==> src/rtl/iter_shifter.sv <==
// Iterative SLL/SRL/SRA shifter (ROTR on op=11 when SHIFTER_ROTATE_EN is defined, else op=11 is SLL).
// Latency ceil(shamt/STEP)+1 cycles from start to done; start is ignored while busy, no queuing.
module iter_shifter #(
   parameter int WIDTH   = 32,
   parameter int SHAMT_W = 5,
   parameter int STEP    = 1
) (
   input  logic               clk,
   input  logic               rst_n,
   input  logic               start,
   input  logic [1:0]         op,
   input  logic [SHAMT_W-1:0] shamt,
   input  logic [WIDTH-1:0]   din,
   output logic               busy,
   output logic               done,
   output logic [WIDTH-1:0]   dout
);

   typedef enum logic [1:0] {S_IDLE, S_RUN, S_DONE} state_t;
   typedef enum logic [1:0] {OP_SLL = 2'b00, OP_SRL = 2'b01, OP_SRA = 2'b10, OP_ROTR = 2'b11} op_t;

   // Only used when rem exceeds STEP, so truncation for large STEP never matters.
   localparam logic [SHAMT_W-1:0] STEP_N = SHAMT_W'(STEP);

   state_t             state;
   op_t                op_q;
   logic [SHAMT_W-1:0] rem;
   logic [WIDTH-1:0]   acc;
   logic [SHAMT_W-1:0] n;
   logic [WIDTH-1:0]   acc_nxt;

   always_comb begin
      n = rem;
      if (32'(rem) > 32'(STEP)) n = STEP_N;
   end

   // SRA keeps the sign in acc's MSB, so each arithmetic step re-replicates the original din MSB.
   always_comb begin
      acc_nxt = acc << n;
      case (op_q)
         OP_SRL:  acc_nxt = acc >> n;
         OP_SRA:  acc_nxt = $signed(acc) >>> n;
`ifdef SHIFTER_ROTATE_EN
         OP_ROTR: acc_nxt = (acc >> n) | (acc << (WIDTH - 32'(n)));
`endif
         default: acc_nxt = acc << n;
      endcase
   end

   always_ff @(posedge clk or negedge rst_n) begin
      if (!rst_n) begin
         state <= S_IDLE;
         op_q  <= OP_SLL;
         rem   <= '0;
         acc   <= '0;
         dout  <= '0;
         busy  <= 1'b0;
         done  <= 1'b0;
      end else begin
         done <= 1'b0;
         if (state == S_RUN) begin
            acc <= acc_nxt;
            rem <= rem - n;
            if (rem == n) begin
               dout  <= acc_nxt;
               done  <= 1'b1;
               busy  <= 1'b0;
               state <= S_DONE;
            end
         end else if (start) begin
            op_q <= op_t'(op);
            acc  <= din;
            rem  <= shamt;
            if (shamt == '0) begin
               dout  <= din;
               done  <= 1'b1;
               state <= S_DONE;
            end else begin
               busy  <= 1'b1;
               state <= S_RUN;
            end
         end else begin
            state <= S_IDLE;
         end
      end
   end

endmodule
==> config.mk <==
export PLATFORM = sky130hd
export DESIGN_NAME = iter_shifter
export DESIGN_NICKNAME = d
export VERILOG_FILES = /design/src/rtl/iter_shifter.sv
export SDC_FILE = /design/constraint.sdc
export NUM_CORES = 1
export LEC_CHECK = 0
export ABC_AREA = 1
export BUFFER_PORTS_ARGS = -buffer_cell sky130_fd_sc_hd__buf_2
export CAP_MARGIN = 40
export CORE_ASPECT_RATIO = 1.4
export CORE_MARGIN = 3
export CORE_UTILIZATION = 61
export DETAILED_ROUTE_END_ITERATION = 12
export GPL_TIMING_DRIVEN = 0
export PLACE_DENSITY_LB_ADDON = 0.2
export SLEW_MARGIN = 5
export SYNTH_ARGS = -nofsm -noshare
export SYNTH_HDL_FRONTEND = slang
export SYNTH_SLANG_ARGS = --single-unit
==> constraint.sdc <==
create_clock -name clk -period 3.49 [get_ports clk]
set_input_delay 0 -clock clk [delete_from_list [all_inputs] [get_ports clk]]
set_output_delay 0 -clock clk [all_outputs]
set_load 0.01 [all_outputs]
==> Word-level counts from Yosys, hierarchy flattened <==
Cells that the tools add are included.
{ "word_totals": {"regBits": 75, "latch_bits": 0, "ram_bits": 0, "rom_bits": 0, "in_bits": 42, "output_inout_bits": 34, "memories": 0} }
{ "op_classes": {"add_sub_neg": 1, "n_mul": 0, "div": 0, "order_cmp": 1, "eq_ne": 6, "shift": 3, "mux": 22, "bitwise": 1, "n_reduce_logical": 6} }
{ "op_table": {"columns": ["operator", "n"], "rows": [
  ["32-bit two-way mux", 6],
  ["32-bit one-hot mux with 2 select lines", 1],
  ["32-bit by 5-bit left shift with 32-bit output", 1],
  ["32-bit by 5-bit >> shifter with 32-bit output", 1],
  ["32-bit by 5-bit >>> shifter with 32-bit output", 1],
  ["5-bit two-way mux", 3],
  ["1-bit two-way mux", 8],
  ["2-bit two-way mux", 4],
  ["3-bit AND reduction", 2],
  ["5-bit equality test", 1],
  ["5-bit by 1-bit greater-than comparator with 1-bit output (second input constant)", 1],
  ["5-bit zero test", 1],
  ["5-bit subtractor", 1],
  ["2-bit by 1-bit equality test with 1-bit output (second input constant)", 2],
  ["2-bit nonzero test", 2],
  ["2-bit equality test (second input constant)", 1],
  ["2-bit by 1-bit != test with 1-bit output (second input constant)", 1],
  ["2-bit != test (second input constant)", 1],
  ["2-bit AND reduction", 1],
  ["1-bit NOT", 1]
]} }

==> Longest topological paths before layout <==
{ "depth": {"depth_word": 6, "mapped_depth": 12, "depth_no_buf": 10} }

==> Worst setup path after synthesis <==
No wires, ideal clock.
{ "synth_timing": {"path_type": "register -> register", "start": "register rem[4]", "end": "register dout[29]", "setup_ps": 117, "arrival_ps": 1810, "t_required_ps": 3373, "path_slack_ps": 1562, "path_stages_with_launch": 13, "cell_sequence": "dfrtp_1 > nor2_4 > buf_4 > buf_2 > nand2_1 > nand2_1 > ha_1 > nand4_1 > nand2_2 > inv_2 > buf_6 > nand2_1 > nand2_1"} }
{ "synth_via": {"elab_chain_cells": 6, "word_cells_on_any_way": 11} }
{ "synth_lines": {"columns": ["item", "line_no", "source"], "rows": [
  ["from (decl)", "27", "logic [SHAMT_W-1:0] rem;"],
  ["from (signal assigned)", "63", "rem <= rem - n;"],
  ["from (signal assigned)", "73", "rem <= shamt;"],
  ["5-bit by 1-bit greater-than comparator with 1-bit output", "34", "if (32'(rem) > 32'(STEP)) n = STEP_N;"],
  ["5-bit two-way mux", "34", null],
  ["32-bit by 5-bit left shift with 32-bit output (tied with other cells)", "46", "default: acc_nxt = acc << n;"],
  ["32-bit one-hot mux with 2 select lines", "40", "case (op_q)"],
  ["32-bit two-way mux", "64", "if (rem == n) begin"],
  ["32-bit two-way mux", "61", "if (state == S_RUN) begin"],
  ["to (signal assigned)", "65", "dout <= acc_nxt;"],
  ["to (signal assigned)", "75", "dout <= din;"],
  ["to (decl)", "16", "output logic [WIDTH-1:0] dout"]
]} }
Several ways; a longest one is shown, not always the timed one. The select of a mux whose other input is x is not followed.
A chain may end at the register's enable or synchronous reset.

==> Worst setup path after layout <==
{ "layout_timing": {"start": "register rem[4]", "end": "register dout[3]"} }
The elaborated chain is that of the path after synthesis.

==> run metrics <==
status finished, final reports clean; sequential cell area fraction in the yosys report 42.5%; drt drc 0; Critical Path AT around 2.7 ns; clock buffer depth 2; Final WS setup 1.09 ns; Logic pwr share 59.2%; max incr delay on CP ~0.42 ns; clock latency on the worst-skew pair 0.36 ns; max-cap viol count 0; Yosys cell types 26; Buf/Inv on CP 4; drt wl/cell 13.7 um; Tmin final 2.40 ns; nets 835; DRT Pass-1 Iters 5; GR Util All Layers 31.4%; DP HPWL 8.21 mm; synthesized instance count 662; H-tree levels 3; switching pwr 2.64 mW; Switching Fraction 49.3%; # fillers 537; row count 36; Placer Congestion 0.923; die height 107 um; LEAKAGE 3.22 nW; RSZ-0062 raised after global routing no; port bufs 75; Clk pwr share 12.7%; CTS root buf clkbuf_8; vias in the first global route 4871; initial drt markers 326; relative slew slack between 60% and 70%; vias after detailed routing 4725; YS warnings 0; Slew Limit Fails 0; vias per inst 5.32; CP dominant cell by count nand2_1; Avg Inst Size Synth 6.66 sq um; Reg power frac 28.2%; # resized after CTS 0; Worst Path Max Fanout 10; skew final 0.00855 ns; startpoint types register; Worst-Margin Slew between 0.5 and 0.6 ns; internal power 2.71 mW; final period utilization 68.7%; layout cells sized above 1 16.1%; fin area 5530 sq um; die area 8300 sq um; clock sinks 75; final hold viol count 0; # setup viols final 0; Ports 76; synthesis-to-finish area growth 25.4%; WL final approximately 12 mm; Placement Setup Slack 1.15 ns; pin count of the biggest net entering global routing about 60; CP top delay family simple AND/OR/NAND/NOR gates; TritonCTS clock tree yes; largest cells by area after synthesis dfrtp_1 43%, nand2_1 32%, nand3_1 4.9%; CP endpoint kind register; n_diodes 0; global-route wire length before repair 20.8 mm; Mapped Area 4410 sq um; Placed Area ~5000 sq um; Synth top area share 42.5%; Syn Nets 708; total negative slack 0 ns; PwrDens 968 nW/um^2; Hold WC Path Type in2async; crit path cell chain nor2_4, buf_4, buf_2, nand2_1, nand2_1, ha_1, nand4_1, nand2_2, inv_2, buf_6, nand2_1, nand2_1; Hold WS 0.0457 ns; Starting Density between 60% and 70%; Worst path slowest cell dfrtp_1; Total Power 5.36 mW; Crit Path Class reg2reg; flops & latches, synth 75; Die X between 70 and 80 um; Core Area 6980 sq um; grt ovf 0; Max IR drop VDD 0.000684 V; clock slew at reported path FFs 0.07 ns; Crit path required time 3.74 ns; post-synth top area cell dfrtp_1; Final ANT Viol Nets 0; Max Fclk approximately 420 MHz; Num CTS Buffers 9; initial antenna violation count 0
-- path summary, 6_finish.rpt --
| check | startpoint | endpoint | slack [ns] | depth (start not counted) |
|---|---|---|---|---|
| worst max-delay path | rem[4] | dout[3] | 1.09 | 12 |
| worst min-delay path | rst_n | dout[6] | 0.05 | 2 |
| worst max register to register | rem[4] | dout[3] | 1.09 | 12 |
| worst min register to register | dout[17] | dout[17] | 0.48 | 2 |
| max in group asynchronous | rst_n | dout[30] | 2.87 | 3 |
| min in group clk | start | op_q[0] | 0.09 | 5 |
-- layout make-up --
class | count | area, sq um | share of cell area [%]
clock buffers | 13 | 159 | 2.87
flip-flops and latches | 75 | 1880 | 33.9
well taps | 95 | 119 | 2.15
inverters | 48 | 180 | 3.26
repair buffers | 116 | 806 | 14.6
clock inverters | 2 | 35.0 | 0.633
plain buffers | 37 | 206 | 3.73
multi-input cells | 502 | 2150 | 38.8
-- power by group through the flow --
stage	Clock, mW	Sequential [mW]	Combinational, mW
6_report	0.678	1.51	3.17
5_1_grt	0.719	1.56	3.58
4_1_cts	0.690	1.50	3.12
3_5_place_dp	0	1.51	3.06
3_3_place_gp	0	1.50	2.96
2_1_floorplan	0	1.56	2.18
-- routing by layer --
| layer | vias to the layer above | wire [um] | GRT usage (%) | share of wire [%] |
|---|---|---|---|---|
| met4 | 0 | 395 | 18.1 | 3.2 |
| met1 | 2204 | 4640 | 33.9 | 38 |
| met2 | 182 | 6470 | 55.8 | 53 |
| met5 | - | 0 | 0 | 0 |
| met3 | 35 | 696 | 6.72 | 5.7 |
| li1 | 2304 | - | - | - |
-- cell families (layout without fill, tap and decap cells) --
logic type	after synthesis	after routing	synth area share, %
AND/OR/NAND/NOR	464	464	43.3
buffers and inverters	85	216	8.76
flip-flops	75	75	42.5
AO/OA/AOI/OAI	33	33	4.11
XOR/XNOR	1	1	0.199
adder cells (fa/ha/maj)	4	4	1.13
-- cell usage in the layout, fill, tap and decap left out, drive strengths merged --
cell type / instances
buf: 100
nand4: 17
o221ai: 3
dlygate4sd3: 40
nor3: 1
a21oi: 24
o211ai: 2
clkinv: 1
xor2: 1
nor2: 7
clkbuf: 26
or2: 11
dfrtp: 75
nand2: 383
o21ai: 4
inv: 48
nor4: 1
ha: 4
bufinv: 1
nand3: 44
-- Yosys cell counts --
master and number:
a21oi_1 24, buf_1 5, buf_2 9, buf_4 5, buf_6 5, clkbuf_1 13, dfrtp_1 75, ha_1 4
inv_1 46, inv_2 2, nand2_1 381, nand2_2 2, nand3_1 43, nand3_4 1, nand4_1 17, nor2_1 3
nor2_2 2, nor2_4 2, nor3_1 1, nor4_1 1, o211ai_1 2, o21ai_0 3, o21ai_1 1, o221ai_1 3
or2_2 11, xor2_1 1
-- stage by stage --
stage / util (%) / instances
after floorplan: - / 662
after global placement: 70.3 / 832
after detailed placement: 70.7 / 833
after CTS: 79.2 / 888
after global routing: 79.2 / 888
final: 79.2 / 888
-- registers in the layout (all words and copies together) (netlist names) --
register  flops
dout         32
done          1
op_q          2
state         2
acc          32
rem           5
busy          1
-- repair_timing --
| action | CTS | global route |
|---|---|---|
| hold buffers | 40 | 0 |
| buffers inserted | 0 | 0 |
| hold endpoints to repair | 144 | 0 |
Note: power is estimated with default switching activity, not from simulation.
